==> config.mk <==
export PLATFORM = sky130hd
export DESIGN_NAME = alu_muldiv
export DESIGN_NICKNAME = d
export VERILOG_FILES = /design/src/rtl/alu_muldiv.sv
export SDC_FILE = /design/constraint.sdc
export NUM_CORES = 1
export LEC_CHECK = 0
export BUFFER_PORTS_ARGS = -buffer_cell sky130_fd_sc_hd__buf_2
export CAP_MARGIN = 20
export CORE_ASPECT_RATIO = 2
export CORE_UTILIZATION = 40
export DETAILED_ROUTE_END_ITERATION = 8
export PLACE_DENSITY = 0.54
export SYNTH_ARGS = -nofsm -noshare
export SYNTH_HDL_FRONTEND = slang
export SYNTH_SLANG_ARGS = --single-unit
==> constraint.sdc <==
create_clock -name clk -period 14.35 [get_ports clk]
set_input_delay 4.305 -clock clk [delete_from_list [all_inputs] [get_ports clk]]
set_output_delay 4.305 -clock clk [all_outputs]
set_load 0.01 [all_outputs]
==> src/rtl/alu_muldiv.sv <==
// MIPS execute-stage ALU: single-cycle arithmetic/logic/compare/shift datapath
// plus an iterative multiply/divide unit that writes the HI/LO registers.
module alu_muldiv #(
   parameter  int WIDTH = 32,
   localparam int SHW   = $clog2(WIDTH)
) (
   input  logic             clk,
   input  logic             rst,
   input  logic [WIDTH-1:0] data1,
   input  logic [WIDTH-1:0] data2,
   input  logic [3:0]       aluoperation,
   input  logic             start,
   output logic [WIDTH-1:0] result,
   output logic             zero,
   output logic             lt,
   output logic             gt,
   output logic             ovf,
   output logic             busy,
   output logic             done,
   output logic [WIDTH-1:0] hi,
   output logic [WIDTH-1:0] lo
);

   typedef enum logic [1:0] {
      S_IDLE,
      S_RUN,
      S_FIX
   } state_e;

   // ---------------------------------------------------------------
   // Combinational datapath
   // ---------------------------------------------------------------
   logic [WIDTH-1:0] add_res;
   logic [WIDTH-1:0] sub_res;
   logic [SHW-1:0]   shamt;

   assign add_res = data1 + data2;
   assign sub_res = data1 - data2;
   assign shamt   = data2[SHW-1:0];
   assign lt      = $signed(data1) < $signed(data2);
   assign gt      = $signed(data1) > $signed(data2);
   assign zero    = (result == '0);

   // Operation select for the single-cycle result and the signed overflow flag.
   always_comb begin
      result = '0;
      ovf    = 1'b0;
      case (aluoperation)
         4'b0000: begin
            result = add_res;
            ovf    = (data1[WIDTH-1] == data2[WIDTH-1]) && (add_res[WIDTH-1] != data1[WIDTH-1]);
         end
         4'b0001: begin
            result = sub_res;
            ovf    = (data1[WIDTH-1] != data2[WIDTH-1]) && (sub_res[WIDTH-1] != data1[WIDTH-1]);
         end
         4'b0010: result = data1 & data2;
         4'b0011: result = data1 | data2;
         4'b0100: result = data1 ^ data2;
         4'b0101: result = ~(data1 | data2);
         4'b0110: result = {{(WIDTH-1){1'b0}}, lt};
         4'b0111: result = {{(WIDTH-1){1'b0}}, (data1 < data2)};
         4'b1000: result = data1 << shamt;
         4'b1001: result = data1 >> shamt;
         4'b1010: result = $signed(data1) >>> shamt;
         default: result = add_res;
      endcase
   end

   // ---------------------------------------------------------------
   // Iterative multiply / divide
   // ---------------------------------------------------------------
   state_e             state_q, state_d;
   logic [2*WIDTH-1:0] acc_q, acc_d;
   logic [WIDTH-1:0]   opb_q, opb_d;
   logic [SHW-1:0]     cnt_q, cnt_d;
   logic               div_q, div_d;
   logic               negq_q, negq_d;
   logic               negr_q, negr_d;
   logic               dz_q, dz_d;
   logic [WIDTH-1:0]   hi_q, hi_d;
   logic [WIDTH-1:0]   lo_q, lo_d;
   logic               done_q, done_d;

   logic               a_neg, b_neg;
   logic [WIDTH-1:0]   a_mag, b_mag;
   logic [WIDTH-1:0]   mul_addend;
   logic [WIDTH:0]     mul_sum;
   logic [WIDTH:0]     div_r;
   logic [WIDTH-1:0]   div_diff;
   logic               div_ge;
   logic [2*WIDTH-1:0] prod_fix;
   logic [WIDTH-1:0]   quo_fix, rem_fix;

   // Signed ops (even opcodes) work on magnitudes; signs are reapplied in FIX.
   assign a_neg = ~aluoperation[0] & data1[WIDTH-1];
   assign b_neg = ~aluoperation[0] & data2[WIDTH-1];
   assign a_mag = a_neg ? -data1 : data1;
   assign b_mag = b_neg ? -data2 : data2;

   // acc holds {upper, multiplier} for multiply and {remainder, quotient} for
   // divide, so both algorithms share the same 2*WIDTH shift register.
   assign mul_addend = acc_q[0] ? opb_q : {WIDTH{1'b0}};
   assign mul_sum    = {1'b0, acc_q[2*WIDTH-1:WIDTH]} + {1'b0, mul_addend};
   assign div_r      = {acc_q[2*WIDTH-1:WIDTH], acc_q[WIDTH-1]};
   assign div_ge     = div_r >= {1'b0, opb_q};
   assign div_diff   = div_r[WIDTH-1:0] - opb_q;
   assign prod_fix   = negq_q ? -acc_q : acc_q;
   assign quo_fix    = negq_q ? -acc_q[WIDTH-1:0] : acc_q[WIDTH-1:0];
   assign rem_fix    = negr_q ? -acc_q[2*WIDTH-1:WIDTH] : acc_q[2*WIDTH-1:WIDTH];

   // Next-state, iteration step and HI/LO write-back for the mul/div FSM.
   always_comb begin
      state_d = state_q;
      acc_d   = acc_q;
      opb_d   = opb_q;
      cnt_d   = cnt_q;
      div_d   = div_q;
      negq_d  = negq_q;
      negr_d  = negr_q;
      dz_d    = dz_q;
      hi_d    = hi_q;
      lo_d    = lo_q;
      done_d  = 1'b0;
      case (state_q)
         S_IDLE: begin
            if (start && (aluoperation[3:2] == 2'b11)) begin
               state_d = S_RUN;
               acc_d   = {{WIDTH{1'b0}}, a_mag};
               opb_d   = b_mag;
               cnt_d   = '0;
               div_d   = aluoperation[1];
               negq_d  = a_neg ^ b_neg;
               negr_d  = a_neg;
               dz_d    = (data2 == '0);
            end
         end
         S_RUN: begin
            if (div_q) begin
               acc_d = {(div_ge ? div_diff : div_r[WIDTH-1:0]), acc_q[WIDTH-2:0], div_ge};
            end else begin
               acc_d = {mul_sum, acc_q[WIDTH-1:1]};
            end
            cnt_d = cnt_q + 1'b1;
            if (cnt_q == SHW'(WIDTH-1)) begin
               state_d = S_FIX;
               cnt_d   = '0;
            end
         end
         S_FIX: begin
            // A zero divisor leaves remainder = |data1|, so only LO needs forcing.
            if (div_q) begin
               lo_d = dz_q ? {WIDTH{1'b1}} : quo_fix;
               hi_d = rem_fix;
            end else begin
               {hi_d, lo_d} = prod_fix;
            end
            done_d  = 1'b1;
            state_d = S_IDLE;
         end
         default: state_d = S_IDLE;
      endcase
   end

   // State and datapath registers; reset aborts any operation in flight.
   always_ff @(posedge clk or posedge rst) begin
      if (rst) begin
         state_q <= S_IDLE;
         acc_q   <= '0;
         opb_q   <= '0;
         cnt_q   <= '0;
         div_q   <= 1'b0;
         negq_q  <= 1'b0;
         negr_q  <= 1'b0;
         dz_q    <= 1'b0;
         hi_q    <= '0;
         lo_q    <= '0;
         done_q  <= 1'b0;
      end else begin
         state_q <= state_d;
         acc_q   <= acc_d;
         opb_q   <= opb_d;
         cnt_q   <= cnt_d;
         div_q   <= div_d;
         negq_q  <= negq_d;
         negr_q  <= negr_d;
         dz_q    <= dz_d;
         hi_q    <= hi_d;
         lo_q    <= lo_d;
         done_q  <= done_d;
      end
   end

   assign busy = (state_q != S_IDLE);
   assign done = done_q;
   assign hi   = hi_q;
   assign lo   = lo_q;

endmodule

Word level (Yosys, flattened, before mapping)
Cells that the tools add are included. W data, S select, Z words.

Word-level logic and storage cells: 90. Register bits: 172. Output and inout bits: 102. Input port bits: 71.

Add/subtract/negate cells: 10. Bitwise gates (word level): 8. Multiplexer cells: 22. Shift operators: 3. Order comparisons: 4. Reduce and logical (&&, ||, !) cells: 12. Eq/ne operators: 20.

Operator list (count): $pmux W32 S10 (1); $mux W32 (9); $mux W64 (3); $neg A32 Y32 (4); $pmux W64 S2 (1); $logic_not A32 Y1 (2); $lt A32 B32 Y1 (2); $neg A64 Y64 (1); $sub A32 B32 Y32 (2); $add A32 B32 Y33 (1); $ge A33 B32 Y1 (1); $add A32 B32 Y32 (1); $and A32 B32 Y32 (1); $gt A32 B32 Y1 (1); $not A32 Y32 (1); $or A32 B32 Y32 (1); $shl A32 B5 Y32 (1); $shr A32 B5 Y32 (1); $sshr A32 B5 Y32 (1); $xor A32 B32 Y32 (1); $eq A4 B3 Y1 const B (4); $eq A4 B4 Y1 const B (3); $mux W5 (2); $pmux W5 S2 (1); other kinds (21) (33).

Depth between registers and ports, before layout
Word-level depth: 5. Depth in mapped cells: 19. Mapped depth without buffers: 15.

Worst setup path after synthesis
OpenSTA, ideal clock, no wires.

Kind: input port to output port. Start: input data2[2]. End: output zero. Stages on the path: 19. Buffers on the path: 6. Data arrival time: 8.657 ns. Data required time: 10.045 ns. Path slack: 1.388 ns. Cells stage by stage: buf_2 buf_2 inv_1 buf_2 buf_2 buf_1 ha_1 buf_2 nand2b_1 a211o_1 a2111o_1 and2_4 a221oi_1 o221ai_1 a2111oi_2 nand4b_1 or4_1 nor4_2 and4b_1.

Elaborated cells between the ends (all ways): 13. Classes of those cells: add/sub: 2; order compare: 2; shift: 3; mux: 1; bitwise: 4; reduce/logical: 1.

RTL lines: start: declaration (RTL line 10) `input logic [WIDTH-1:0] data2,`; $add A32 B32 Y32 (tied with other cells) (RTL line 37) `assign add_res = data1 + data2;`; $pmux W32 S10 (*) (RTL line 48) `case (aluoperation)`; net result[14] (RTL line 13) `output logic [WIDTH-1:0] result,`; $logic_not A32 Y1 (*) (RTL line 42) `assign zero = (result == '0);`; end: declaration (RTL line 14) `output logic zero,`.

Mark *: on every way through the listed nets, which the timed path passes. The rest lies on a longest branch.

Worst setup path after layout
Start: input data1[9]. End: output zero.

Longest elaborated chain between the ends: 4. Elaborated cells between the ends (all ways): 13. Classes of those cells: add/sub: 2; order compare: 2; shift: 3; mux: 1; bitwise: 4; reduce/logical: 1.

Ends and longest elaborated chain: start: declaration (RTL line 9) `input logic [WIDTH-1:0] data1,`; branches (longest 2 deep; another with $add A32 B32 Y32); $pmux W32 S10 (*) (RTL line 48); $logic_not A32 Y1 (*) (RTL line 42).

Mark *: on every way between the ends.

==> results.py <==
metrics = {
    "power_and_ir_drop": {
        "powerDensity_mw_per_mm2": 171,
        "static-leakage-power_nw": 11.2,
        "power.ir.vdd_worst_mv": 0.105,
        "finalPower_mw": 4.47,
    },
    "route": {
        "drt-vias-per-instance": 6.73,
        "detail_route.wl_per_cell_um": 32.7,
        "drt_iter0_drc": 2900,
        "detail_route.wirelength_um": 129000,
        "remaining_drc_errors": 0,
        "antenna_left": 0,
        "firstDrtPassIters": 8,
        "route.vias.total": 26700,
    },
    "yosys": {
        "muxShareOfSynthArea_pct": 11.3,
        "most_instantiated_flip_flop_cell_in_the_synthesis_netlist": "dfrtp_1",
        "post_synth_and_or_nand_nor_area_fraction_pct": 19.6,
        "post_synth_fa_ha_maj_area_fraction_pct": 9.17,
        "syn_nets": 3348,
        "synth_seq_area_share_pct": 18.2,
        "synth_area_sq_mm": 0.0237,
        "number_of_enable_type_register_cells_in_the_synthesized_netlist": 0,
        "average_instance_area_after_synthesis_sq_um": 7.62,
        "synth_top_family_by_area": "compound AO/OA/AOI/OAI gates",
        "synth-compound-area-share_pct": 28.0,
        "syn_inst": 3106,
        "post_synth_xor_area_fraction_pct": 6.96,
        "yosysWarnings": 0,
        "postSynthRegisterBits": 172,
        "postSynth.asyncResetShare_pct": 100,
        "ys_types": 101,
    },
    "grt": {
        "grt_antenna_before_repair": 7,
        "overflow": 0,
        "number_of_global_route_vias_before_repair": 26500,
        "grt_util_all_layers_pct": 42.5,
        "grt_first_pass_wirelength_um": 186000,
        "maximum_number_of_pins_on_one_net_before_global_route_repair": 96,
    },
    "place": {
        "gpl.final_weighted_congestion": 1.11,
        "placedCellCount": 3919,
        "post_placement_cell_area_sq_mm": 0.0254,
        "place_ws_ns": 0.796,
        "count_of_port_buffers_added_during_placement": 172,
        "total_half_perimeter_wirelength_after_legalization_and_detailed_placement_um": 101000,
    },
    "cells_and_area": {
        "area_growth_syn_to_layout_pct": 10.3,
        "num-nets-final": 3432,
        "finalNonFillerCells": 3963,
        "layout_common_cells": "nor2_1 (297), nand2_1 (287), a21oi_1 (285)",
        "final_common_cell": "nor2_1",
        "design_area_sq_mm": 0.0261,
        "final_core_utilization_pct": 44.8,
        "drive_above_1_share_pct": 14.4,
    },
    "worst_setup_path": {
        "worst_ep_required_time_ns": 10.05,
        "reg2reg_slack_ns": 9.67,
        "slowest_stage": "or4_1",
        "worst-r2r-cell-count": 16,
        "cp_num_buf_inv": 3,
        "timing_worst_setup_path_type": "in2out",
        "worstSetupStartpointType": "primary input",
        "timing.rr.start": "acc_q[31]",
        "timing.critical_path.cells": "buf_2 -> inv_1 -> ha_1 -> nor2_1 -> nand2_1 -> a2111o_1 -> and2_4 -> a221oi_1 -> o221ai_1 -> a2111oi_2 -> nand4b_1 -> or4_1 -> nor4_2 -> and4b_1 -> buf_2",
        "critPathMaxFanout": 14,
        "worst_path_dominant_cell_family": "simple AND/OR/NAND/NOR gates",
        "reg2reg_to": "acc_q[60]",
        "crit_path_frequent_cell": "buf_2",
        "end_kind": "primary output",
        "max_stage_delay_ns": 0.68,
        "worst-endpoint-arrival_ns": 9.46,
    },
    "cts": {
        "cts_tree": "done",
        "cts.path.max_buffers": 3,
        "postCtsResizedCells": 0,
        "clk_latency_worst_skew_pair_ns": 0.51,
        "post-cts-setup-buffers": 0,
        "h_tree_depth_reported_by_cts": 4,
        "numCtsBuffers": 25,
        "ctsRootBufferMaster": "clkbuf_16",
        "tritoncts_num_sinks": 172,
        "clk_pin_slew_worst_paths_ns": 0.06,
        "cts.hold.buffers_added": 0,
    },
    "sta": {
        "slew_headroom_pct": 20.3,
        "timing_worst_slew_pin_value_ns": 1.19,
        "timing.final.hold_violations": 0,
        "period_needed_ns": 13.76,
        "post-route-period-util_pct": 95.9,
        "layout_setup_ws_ns": 0.590,
        "finalSetupTns_ns": 0,
        "final-max-slew-violation-count": 0,
        "hold-worst-slack_ns": 0.473,
        "fmax_mhz": 72.7,
        "final-setup-viol-count": 0,
        "fin_skew_ns": 0.0234,
        "grt_setup_unrepaired": "false",
    },
    "floorplan": {
        "initial_standard_cell_utilization_of_the_core_pct": 40.6,
        "die_h_um": 346,
        "ios": 173,
        "die_area_sq_mm": 0.0602,
        "die_width_um": 174,
        "placeable_core_area_sq_mm": 0.0583,
        "placementRows": 125,
    },
    "min_path": {
        "min_delay_worst_endpoint": "hi[2]",
        "hold_start": "hi[2]",
        "worstHoldPathType": "reg2reg",
        "worst_hold_path.num_cells": 2,
    },
    "job": {
        "drv_cap": 0,
    },
    "status": {
        "outcome": "completed",
    },
}
## tightest hold or removal path, cell delays in order, from the launching register on
cell and delay (ns):
dfrtp_1 0.33, nand2_1 0.04, o21ai_0 0.06
## worst max path at each step
stage	start	end	slack [ns]	cells after the start
6_report	data1[9]	zero	0.59	15
5_1_grt	data1[13]	zero	0.59	15
3_5_place_dp	data1[9]	zero	0.80	15
2_1_floorplan	data2[2]	zero	1.39	19
3_3_place_gp	data1[13]	zero	0.80	15
4_1_cts	data1[9]	zero	0.80	15
## layout make-up
cell class                      count  area (sq um)
Fill cell                        6014         32200
Clock inverter                      2          10.0
Multi-Input combinational cell   2552         17800
Timing Repair Buffer              284          1730
Clock buffer                       30           674
Tap cell                          762           953
Antenna cell                        6          15.0
Sequential cell                   172          4310
Inverter                          155           587
## Yosys cell counts (9+ instances only)
library cell  count  area, sq um
a22oi_1          28          210
a21o_1           52          390
o21ai_0         223         1120
buf_4            12         90.1
nor2b_1          33          206
nor4_1           29          181
xor2_1           60          526
or3_1            20          125
o22ai_1          19          119
a2111oi_0         9         78.8
nand2_1         287         1080
mux4_2           63         1420
mux2_2           21          236
o21a_1           13         97.6
o311ai_0         10         87.6
ha_1            167         2090
a21oi_1         286         1430
o21ai_1          11         55.1
o21bai_1         29          218
nor3b_1          10         75.1
mux2i_1         100         1000
nand3_1          65          325
o221ai_1         22          193
o41ai_1          15          131
buf_2            38          190
o31ai_1          34          255
buf_1            24         90.1
nor2_1          301         1130
nor3_1           83          415
xnor2_1         128         1120
and3_1           19          119
or2_2            15         93.8
o211ai_1         28          210
a211oi_1         59          443
a221oi_1         13          114
dfrtp_1         172         4300
inv_1           149          559
or4_1            16          120
and2_1           14         87.6
clkbuf_1        143          537
a31oi_1          48          300
nand2b_1         29          181
a211o_1          12          105
nand4_1          23          144
## kinds of logic (layout without fill, tap and decap cells)
group,Yosys count,after routing
compound gates,1025,1025
simple gates,982,982
buf+inv,382,471
xor+xnor,188,188
mux,186,186
flops,172,172
fa+ha+maj,171,171
other cells,0,6
## layer usage
metal	vias up	track usage (%)	wire length, um
met5	-	0	37
met4	6	45.2	16300
met3	609	8.97	9330
met2	1675	72.1	62300
met1	12800	41.1	41500
li1	11600	-	-
## where the power goes
group	internal [mW]	total [mW]	switching [mW]
sequential	0.657	0.911	0.254
combinational	1.23	3.04	1.81
clock	0.326	0.524	0.199
total	2.21	4.47	2.26
## sequential cells by signal (all words and copies together) (netlist names)
name	flops
hi	32
state_q	2
div_q	1
acc_q	64
opb_q	32
negq_q	1
negr_q	1
cnt_q	5
dz_q	1
done	1
lo	32
No activity file was read; power rests on OpenSTA's default activity.
